--- config.mk ---
export PLATFORM = sky130hd
export DESIGN_NAME = id_ex_stage
export DESIGN_NICKNAME = d
export VERILOG_FILES = /design/src/rtl/id_ex_stage.sv
export SDC_FILE = /design/constraint.sdc
export NUM_CORES = 1
export LEC_CHECK = 0
export ABC_AREA = 1
export BUFFER_PORTS_ARGS = -buffer_cell sky130_fd_sc_hd__buf_4
export CAP_MARGIN = 20
export CORE_UTILIZATION = 44
export DETAILED_ROUTE_END_ITERATION = 10
export PLACE_DENSITY_LB_ADDON = 0.15
export SYNTH_ARGS = -nofsm -noshare
export SYNTH_HDL_FRONTEND = slang
export SYNTH_SLANG_ARGS = --single-unit
--- constraint.sdc ---
create_clock -name clk -period 1.64 [get_ports clk]
set_clock_uncertainty 0.1 [all_clocks]
set_input_delay 0.082 -clock clk [delete_from_list [all_inputs] [get_ports clk]]
set_output_delay 0.082 -clock clk [all_outputs]
set_load 0.03 [all_outputs]
--- src/rtl/id_ex_stage.sv ---
// ID/EX pipeline register with load-use hazard detection, flush and hold.
// Optional: define ID_EX_STALL_COUNT_EN to add stall/bubble counters.
module id_ex_stage #(
  parameter int XLEN = 32,
  parameter int AW   = 5
) (
  input  logic            clk,
  input  logic            rst,
  input  logic            ID_valid,
  input  logic [AW-1:0]   RS1_ID,
  input  logic [AW-1:0]   RS2_ID,
  input  logic [AW-1:0]   RD_ID,
  input  logic            uses_rs2_ID,
  input  logic            regwrite_ID,
  input  logic            memread_ID,
  input  logic            memwrite_ID,
  input  logic            memtoreg_ID,
  input  logic            alusrc_ID,
  input  logic [1:0]      aluop_ID,
  input  logic [XLEN-1:0] rdata1_ID,
  input  logic [XLEN-1:0] rdata2_ID,
  input  logic [XLEN-1:0] imm_ID,
  input  logic [XLEN-1:0] pc_ID,
  input  logic            flush,
  input  logic            hold,
  output logic [AW-1:0]   RS1_ID_EX,
  output logic [AW-1:0]   RS2_ID_EX,
  output logic [AW-1:0]   RD_ID_EX,
  output logic            regwrite_ID_EX,
  output logic            memread_ID_EX,
  output logic            memwrite_ID_EX,
  output logic            memtoreg_ID_EX,
  output logic            alusrc_ID_EX,
  output logic            valid_ID_EX,
  output logic [1:0]      aluop_ID_EX,
  output logic [XLEN-1:0] rdata1_ID_EX,
  output logic [XLEN-1:0] rdata2_ID_EX,
  output logic [XLEN-1:0] imm_ID_EX,
  output logic [XLEN-1:0] pc_ID_EX,
`ifdef ID_EX_STALL_COUNT_EN
  output logic [31:0]     stall_cnt,
  output logic [31:0]     bubble_cnt,
`endif
  output logic            PC_write,
  output logic            IF_ID_write,
  output logic            load_use_stall
);

  typedef struct packed {
    logic            valid;
    logic            regwrite;
    logic            memread;
    logic            memwrite;
    logic            memtoreg;
    logic            alusrc;
    logic [1:0]      aluop;
    logic [AW-1:0]   rs1;
    logic [AW-1:0]   rs2;
    logic [AW-1:0]   rd;
    logic [XLEN-1:0] rdata1;
    logic [XLEN-1:0] rdata2;
    logic [XLEN-1:0] imm;
    logic [XLEN-1:0] pc;
  } id_ex_t;

  id_ex_t r_q;
  id_ex_t w_in;
  logic   w_hz;
  logic   w_bubble;

  // Controls of an empty decode slot are gated so it behaves as a bubble.
  always_comb begin
    w_in          = '0;
    w_in.valid    = ID_valid;
    w_in.regwrite = regwrite_ID & ID_valid;
    w_in.memread  = memread_ID & ID_valid;
    w_in.memwrite = memwrite_ID & ID_valid;
    w_in.memtoreg = memtoreg_ID & ID_valid;
    w_in.alusrc   = alusrc_ID & ID_valid;
    w_in.aluop    = ID_valid ? aluop_ID : 2'b00;
    w_in.rs1      = RS1_ID;
    w_in.rs2      = RS2_ID;
    w_in.rd       = RD_ID;
    w_in.rdata1   = rdata1_ID;
    w_in.rdata2   = rdata2_ID;
    w_in.imm      = imm_ID;
    w_in.pc       = pc_ID;
  end

  assign w_hz = r_q.valid & r_q.memread & (r_q.rd != '0) & ID_valid &
                ((r_q.rd == RS1_ID) |
                 (uses_rs2_ID & (r_q.rd == RS2_ID)));

  assign load_use_stall = w_hz & ~flush;
  assign PC_write       = ~(load_use_stall | hold);
  assign IF_ID_write    = ~(load_use_stall | hold);
  assign w_bubble       = flush | load_use_stall;

  always_ff @(posedge clk) begin
    if (rst)
      r_q <= '0;
    else if (!hold)
      r_q <= w_bubble ? '0 : w_in;
  end

`ifdef ID_EX_STALL_COUNT_EN
  logic [31:0] r_stall_cnt;
  logic [31:0] r_bubble_cnt;

  always_ff @(posedge clk) begin
    if (rst) begin
      r_stall_cnt  <= '0;
      r_bubble_cnt <= '0;
    end else if (!hold) begin
      if (load_use_stall && (r_stall_cnt != '1))
        r_stall_cnt <= r_stall_cnt + 32'd1;
      if (w_bubble && (r_bubble_cnt != '1))
        r_bubble_cnt <= r_bubble_cnt + 32'd1;
    end
  end

  assign stall_cnt  = r_stall_cnt;
  assign bubble_cnt = r_bubble_cnt;
`endif

  assign valid_ID_EX    = r_q.valid;
  assign regwrite_ID_EX = r_q.regwrite;
  assign memread_ID_EX  = r_q.memread;
  assign memwrite_ID_EX = r_q.memwrite;
  assign memtoreg_ID_EX = r_q.memtoreg;
  assign alusrc_ID_EX   = r_q.alusrc;
  assign aluop_ID_EX    = r_q.aluop;
  assign RS1_ID_EX      = r_q.rs1;
  assign RS2_ID_EX      = r_q.rs2;
  assign RD_ID_EX       = r_q.rd;
  assign rdata1_ID_EX   = r_q.rdata1;
  assign rdata2_ID_EX   = r_q.rdata2;
  assign imm_ID_EX      = r_q.imm;
  assign pc_ID_EX       = r_q.pc;

endmodule

### Word level (Yosys, flattened, before mapping)

Index checks and enable logic that the tools add are counted.

| cells by class | value |
|---|---|
| equal/unequal tests | 2 |
| multiplexer cells | 2 |
| bitwise operators | 16 |
| reductions and logical operators | 1 |

Operators with widths:

| operator | count |
|---|---|
| $mux W151 | 1 |
| $and A1 B1 Y1 | 11 |
| $eq A5 B5 Y1 | 2 |
| $reduce_bool A5 Y1 | 1 |
| $or A1 B1 Y1 | 3 |
| $mux W2 | 1 |
| $not A1 Y1 | 2 |

| word-level totals | value |
|---|---|
| register bits | 151 |
| input bits | 156 |
| output and inout port bits | 154 |

### Logic depth before layout (Yosys ltp)

Gate-level depths: netlist of the first run.

| depth | value |
|---|---|
| word-level depth | 7 |
| gate-level depth with buffers | 12 |

### Least setup slack after synthesis of the first run

No wires, ideal clock.

| path | value |
|---|---|
| path kind | reg-to-output |
| start point | reg r_q, in the netlist RD_ID_EX[3] |
| end point | out PC_write |
| arrival | 1.795 ns |
| setup slack | -0.337 ns |
| cell stages (with the launch flop) | 13 |
| cells stage by stage | dfxtp_1 -> inv_1 -> nand2_1 -> nand2_1 -> nor2_1 -> nand3_1 -> nand2_1 -> nand2_2 -> clkbuf_8 -> buf_12 -> o21ai_2 -> inv_1 -> buf_4 |

| on the way | value |
|---|---|
| cells in the longest elaborated chain, start to end | 7 |

Ends and longest elaborated chain:

| what | RTL line | RTL |
|---|---|---|
| start: declaration | 66 | `id_ex_t r_q;` |
| start signal: assignment | 103 | `r_q <= w_bubble ? '0 : w_in;` |
| $eq A5 B5 Y1 or $reduce_bool A5 Y1 (tied branches) | 92, 90 |  |
| $and A1 B1 Y1, on equally long branches | 92, 90 |  |
| $or A1 B1 Y1 or $and A1 B1 Y1 (tied branches) | 91, 90 |  |
| $and A1 B1 Y1 (*) | 90 | `assign w_hz = r_q.valid & r_q.memread & (r_q.rd != '0) & ID_valid &` |
| $and A1 B1 Y1 (*) | 94 | `assign load_use_stall = w_hz & ~flush;` |
| $or A1 B1 Y1 (*) | -- |  |
| $not A1 Y1 (*) | -- |  |
| end: declaration | 44 | `output logic PC_write,` |

Every way passes the cells marked *; elsewhere a longest branch is shown, timed or not.

### Worst setup path after layout of the first run

| path | value |
|---|---|
| start point | reg r_q, in the netlist RD_ID_EX[1] |
| end point | out PC_write |

| on the way | value |
|---|---|
| cells in the longest elaborated chain, start to end | 7 |

Ends and longest elaborated chain:

| what | RTL line | RTL |
|---|---|---|
| $eq A5 B5 Y1 or $reduce_bool A5 Y1 (tied branches) | 92, 90 |  |
| $and A1 B1 Y1, on equally long branches | 92, 90 |  |
| $or A1 B1 Y1 or $and A1 B1 Y1 (tied branches) | 91, 90 |  |
| $and A1 B1 Y1 (*) | 90 |  |
| $and A1 B1 Y1 (*) | 94 |  |
| $or A1 B1 Y1 (*) | 95 | `assign PC_write = ~(load_use_stall \| hold);` |
| $not A1 Y1 (*) | 95 |  |

Marked as above.

==> impl_metrics.yaml, run 1 <==
status:
  outcome: "finished with violations"
  violations: "setup timing"
yosys:
  syn_area_sq_um: 7090
  synth_xor_area_share_pct: 0.124
  syn_inst: 1031
  ys_ff_latch: 151
  syn-num-nets: 1187
  synth_compound_area_share_pct: 11.4
  synth_top_family_by_area: "simple AND/OR/NAND/NOR gates"
  seq_area_frac_synth_pct: 42.6
  yosysWarnings: 0
  syn_avg_cell_area_sq_um: 6.88
  synth_top_area_share_pct: 42.6
  yosys.area_share.simple_pct: 28.5
  synth_mux_area_share_pct: 0
  synth_largest_area_cell: "dfxtp_1"
  synth_cell_type_count: 22
  synthAdderAreaFrac_pct: 0
  synthTopCellsByArea: "dfxtp_1, a21oi_1, nand3_1"
floorplan:
  io_pins: 310
  die_w_microns: 129
  start_util_pct: 44.8
  core_sq_um: 15800
  num_rows: 46
  dieArea_sq_um: 16600
  die_h_microns: 129
clock_network:
  clock_sinks: 151
  clockRootBuffer: "clkbuf_16"
  cts_buffers: 17
  cts_buffer_depth: 2
  cts_tree: "done"
  clk_pin_slew_ns: 0.06
  insertion_delay_ns: 0.42
  h-tree-depth: 4
min_path:
  hold_end: "imm_ID_EX[23]$_SDFFE_PP0N_"
  hold_path_depth: 2
  hold_start: "rst"
  hold_path.class: "in2reg"
route:
  wl_per_cell_microns: 14.4
  vias: 8264
  drt-initial-drc-count: 410
  dr.pass1.iters: 7
  routed_wl_mm: 24.5
  drc: 0
  viasPerCell: 4.86
  ant_nets: 0
worst_setup_path:
  timing.rr.start: "RD_ID_EX[1]$_SDFFE_PP0N_"
  critical_path_required_ns: 1.46
  startpoint_type: "register"
  r2r_setup_slack_ns: -0.08
  r2r_cells: 12
  cpMostUsedCell: "nand2_1"
  cp_num_buf_inv: 3
  critPathTopFamily: "simple AND/OR/NAND/NOR gates"
  path_max_fanout: 4
  critical_path.cell_chain: "inv_4 > nand2_1 > nand2_1 > nor2_1 > nand3_1 > nand2_2 > nand2_4 > o21ai_2 > inv_2 > buf_6"
  slowest_stage: "dfxtp_4"
  slowest_delay_ns: 0.38
  cp-end-kind: "primary output"
  r2r-end: "rdata2_ID_EX[11]$_SDFFE_PP0N_"
  critPathKind: "reg2out"
  worstPathArrival_ns: 1.63
global_route:
  antenna_found_initial: 0
  grt_pass1_vias: 7483
  overflow: 0
  grt_max_degree: 72
  grtUsageTotal_pct: 27.9
  grt_pass1_wl_mm: 36.3
timing:
  max_slew_margin_pct: 68.3
  hold_viol: 0
  fmax_ghz: 0.552
  rsz0062_at_grt: "true"
  worstMarginPinSlew_ns: 0.474
  period_share_pct: 111
  finalSetupViolCount: 53
  worst_slack_ns: -0.173
  drv_slew: 0
  min_period_ns: 1.81
layout:
  utilization_pct: 75.1
  n_antenna_cell: 0
  drive_gt1_share_pct: 27.7
  instances_no_fill: 1701
  fin_area_sq_um: 11900
  finish.net_count: 1628
  final_common_cell: "buf_4"
  final_cell_mix: "buf_4, nand2_1, nor2_1"
  area_delta_synth_final_pct: 67.8
power_and_ir_drop:
  power.leakage_nw: 5.78
  ir_worst_vdd_mv: 0.683
  power.total_w: 0.0100
  power_density_nw_per_um2: 843
place:
  place_congestion: 0.803
  placed_cell_area_sq_um: 9420
  placedCellCount: 1503
  port_buffers: 309
  hpwlAfterDp_mm: 14.1
run:
  max_cap_violations: 0
-- state kept, by name, indices dropped and copies added, names as in the netlist --
name / flops
memtoreg_ID_EX: 1
alusrc_ID_EX: 1
imm_ID_EX: 32
RS2_ID_EX: 5
rdata1_ID_EX: 32
valid_ID_EX: 1
memwrite_ID_EX: 1
aluop_ID_EX: 2
rdata2_ID_EX: 32
pc_ID_EX: 32
RD_ID_EX: 5
regwrite_ID_EX: 1
RS1_ID_EX: 5
memread_ID_EX: 1
-- metal layers --
| metal | vias up | global-route usage (%) | wire length (microns) |
|---|---|---|---|
| met3 | 75 | 8.61 | 1830 |
| met5 | - | 0 | 0 |
| met1 | 3782 | 31.2 | 9570 |
| met2 | 320 | 47.3 | 12000 |
| li1 | 4087 | - | - |
| met4 | 0 | 15.4 | 1110 |
-- synth_stat cells --
cell / count
o21ai_2: 1
nand3_1: 145
buf_4: 11
nand3_4: 1
o21ai_0: 7
nor2_1: 165
dlygate4sd1_1: 7
nand4_1: 2
inv_2: 1
inv_1: 151
buf_8: 3
buf_12: 1
buf_6: 5
o21bai_1: 1
clkbuf_1: 34
xnor2_1: 1
clkbuf_8: 18
a21oi_1: 151
buf_2: 4
nand2_1: 170
nand2_2: 1
dfxtp_1: 151
-- how the worst max path moves through the flow --
stage,from,end,slack [ns],cells after the start
global placement,RD_ID_EX[1]$_SDFFE_PP0N_,imm_ID_EX[14]$_SDFFE_PP0N_,0.05,10
global route,RD_ID_EX[3]$_SDFFE_PP0N_,IF_ID_write,-0.31,10
finish,RD_ID_EX[1]$_SDFFE_PP0N_,PC_write,-0.17,10
detailed placement,RD_ID_EX[1]$_SDFFE_PP0N_,pc_ID_EX[30]$_SDFFE_PP0N_,-0.009,10
CTS,RD_ID_EX[1]$_SDFFE_PP0N_,PC_write,-0.22,10
floorplan,RD_ID_EX[3]$_SDFFE_PP0N_,PC_write,-0.03,12
-- logic make-up (layout without fill, tap and decap cells) --
logic type | count (synthesis) | after routing
DFF | 151 | 151
and+or+nand+nor | 484 | 484
AOI/OAI and AO/OA | 160 | 160
buffers and inverters | 235 | 689
xor gates and xnor gates | 1 | 1
-- per-stage QoR --
stage | setup TNS, ns | hold slack (ns) | worst slack (ns)
2_1_floorplan | -0.0332 | 0.128 | -0.0332
3_3_place_gp | 0 | 0.324 | 0.0461
3_5_place_dp | -0.00908 | 0.322 | -0.00908
4_1_cts | -1.13 | 0.00650 | -0.216
5_1_grt | -13.34 | 0.0271 | -0.313
6_report | -1.66 | 0.0135 | -0.173
-- power breakdown --
| group | internal, W | leakage, nW | switching, W |
|---|---|---|---|
| logic | 0.000910 | 4.23 | 0.000974 |
| registers | 0.00381 | 1.24 | 0.0000831 |
| clock network | 0.00270 | 0.310 | 0.00154 |
| total | 0.00742 | 5.78 | 0.00260 |
-- final cells by class --
class | count | area, sq um
Inverter | 152 | 581
Sequential cell | 151 | 3040
Clock inverter | 8 | 143
Clock buffer | 24 | 492
Tap cell | 216 | 270
Timing Repair Buffer | 505 | 4460
Fill cell | 1149 | 3930
Multi-Input combinational cell | 645 | 2900
-- repair_timing --
item / 4_1_cts / 5_1_grt
setup endpoints to repair: 6 / 152
cloned: 1 / 6
resized for setup: 9 / 23
endpoints found under the hold margin: 151 / 0
hold buffers: 152 / 0
pin swaps: 4 / 7
setup buffers: 6 / 1
(Power assumes the default switching activity.)
==> run 2: changes to the inputs <==
--- a/config.mk
+++ b/config.mk
@@ -7,10 +7,10 @@
 export LEC_CHECK = 0
 export ABC_AREA = 1
 export BUFFER_PORTS_ARGS = -buffer_cell sky130_fd_sc_hd__buf_4
-export CAP_MARGIN = 20
 export CORE_UTILIZATION = 44
 export DETAILED_ROUTE_END_ITERATION = 10
 export PLACE_DENSITY_LB_ADDON = 0.15
+export SETUP_SLACK_MARGIN = 0.5
 export SYNTH_ARGS = -nofsm -noshare
 export SYNTH_HDL_FRONTEND = slang
 export SYNTH_SLANG_ARGS = --single-unit
==> impl_metrics.yaml, run 2 (synthesis gave the netlist of run 1 again) <==
status:
  outcome: "finished with violations"
  violations: "setup timing"
worst_setup_path:
  slowest_delay_ns: 0.38
  startpoint_type: "register"
  worstPathArrival_ns: 1.81
  r2r_setup_slack_ns: -0.34
  slowest_stage: "dfxtp_4"
  cpMostUsedCell: "nand2_1"
  critical_path_required_ns: 1.46
  cp_num_buf_inv: 3
  critPathKind: "reg2out"
  r2r-end: "rdata2_ID_EX[0]$_SDFFE_PP0N_"
  cp-end-kind: "primary output"
  path_max_fanout: 5
  critPathTopFamily: "simple AND/OR/NAND/NOR gates"
  r2r_cells: 13
  critical_path.cell_chain: "inv_4 > nand2_1 > nand2_1 > nor2_1 > nand3_1 > nand2_2 > nand2_8 > o21ai_4 > inv_2 > buf_6"
  timing.rr.start: "RD_ID_EX[2]$_SDFFE_PP0N_"
layout:
  final_common_cell: "buf_4"
  finish.net_count: 1643
  seqCellArea_sq_um: 3070
  final_cell_mix: "buf_4, nand2_1, nor2_1"
  area_delta_synth_final_pct: 108
  multi_input_area_sq_um: 4870
  fillCellCount: 506
  instances_no_fill: 1717
  drive_gt1_share_pct: 48.3
place:
  port_buffers: 309
  hpwlAfterDp_mm: 13.4
  placedCellCount: 1492
  place_congestion: 0.903
floorplan:
  dieArea_sq_um: 16600
  io_pins: 310
  core_sq_um: 15800
  num_rows: 46
  die_w_microns: 129
  start_util_pct: 44.8
  die_h_microns: 129
global_route:
  grt_pass1_wl_mm: 42.0
  grtUsageTotal_pct: 32.4
  overflow: 0
  grt_max_degree: 87
  antenna_found_initial: 2
  grt_pass1_vias: 8504
min_path:
  hold_start: "rst"
  hold_end: "pc_ID_EX[21]$_SDFFE_PP0N_"
  hold_path.class: "in2reg"
  hold_path_depth: 2
timing:
  finalSetupViolCount: 154
  fin_hold_ws_ns: 0.0196
  max_slew_margin_pct: 50.8
  rsz0062_at_grt: "true"
  min_period_ns: 2.00
  worstMarginPinSlew_ns: 0.737
  worst_slack_ns: -0.357
  fin_setup_tns_ns: -42.31
  fmax_ghz: 0.501
  hold_viol: 0
  period_share_pct: 122
  drv_slew: 0
run:
  max_cap_violations: 0
route:
  dr.pass1.iters: 6
  viasPerCell: 5.60
  wl_per_cell_microns: 21.9
  drc: 0
  wl_met1_mm: 12.7
  dr.max_layer_used: "met4"
  wl_met2_mm: 18.8
  routed_wl_mm: 37.6
  ant_nets: 0
  drt-initial-drc-count: 734
  dr_wl_met3_mm: 3.29
  vias: 9615
power_and_ir_drop:
  ir_worst_vdd_mv: 0.755
  power_density_nw_per_um2: 721
  power.leakage_nw: 6.35
  power.total_w: 0.0106
clock_network:
  cts_tree: "done"
  h-tree-depth: 4
  clockRootBuffer: "clkbuf_16"
  insertion_delay_ns: 0.42
  clk_pin_slew_ns: 0.07
  cts_buffers: 17
  cts_buffer_depth: 2
  clock_sinks: 151
run 2: routing by layer:
| layer | up-vias | GRT usage, % |
|---|---|---|
| li1 | 4146 | - |
| met4 | 0 | 16.4 |
| met3 | 243 | 8.52 |
| met1 | 4520 | 34.8 |
| met2 | 706 | 58.7 |
| met5 | - | 0 |
run 2: stage by stage:
step                      area, sq um  util, %  worst slack (ns)
after global routing            14700     93.2            -0.501
after detailed placement         9690     61.2           0.00470
after global placement           9690     61.2            0.0582
after CTS                       13100     83.0            -0.242
after floorplan                  7440        -           -0.0331
final                           14700     93.2            -0.357
run 2: worst max-delay path by stage:
stage / start / to / depth (start not counted)
6_report: RD_ID_EX[2]$_SDFFE_PP0N_ / IF_ID_write / 10
5_1_grt: RD_ID_EX[2]$_SDFFE_PP0N_ / IF_ID_write / 10
4_1_cts: RD_ID_EX[2]$_SDFFE_PP0N_ / IF_ID_write / 10
3_5_place_dp: RD_ID_EX[1]$_SDFFE_PP0N_ / IF_ID_write / 10
3_3_place_gp: RD_ID_EX[4]$_SDFFE_PP0N_ / imm_ID_EX[6]$_SDFFE_PP0N_ / 8
2_1_floorplan: RD_ID_EX[3]$_SDFFE_PP0N_ / PC_write / 12
run 2: final cells by class:
| type | instances | share of cell area, % |
|---|---|---|
| Antenna cell | 1 | 0.0170 |
| Clock buffer | 20 | 3.10 |
| Clock inverter | 12 | 1.17 |
| Inverter | 152 | 3.92 |
| Multi-Input combinational cell | 645 | 33.0 |
| Sequential cell | 151 | 20.8 |
| Tap cell | 216 | 1.83 |
| Timing Repair Buffer | 520 | 36.1 |
run 2: worst reg2reg max path: cells and delay by family (launching register included):
family          cells  cell delay (ns)
simple gates        7             0.64
buf+inv             5             0.66
compound gates      1             0.07
flops               1             0.38
run 2: where the power goes:
group          switching [W]  internal [W]
Combinational        0.00136       0.00106
Clock                0.00166       0.00263
Sequential          0.000115       0.00381
Total                0.00313       0.00751
run 2: repair_timing:
item,CTS,global route
cloned,17,3
setup endpoints to repair,164,210
pin swaps,32,36
buffers inserted,13,6
hold buffers,153,0
hold endpoints to repair,151,0
gates resized for setup,154,299
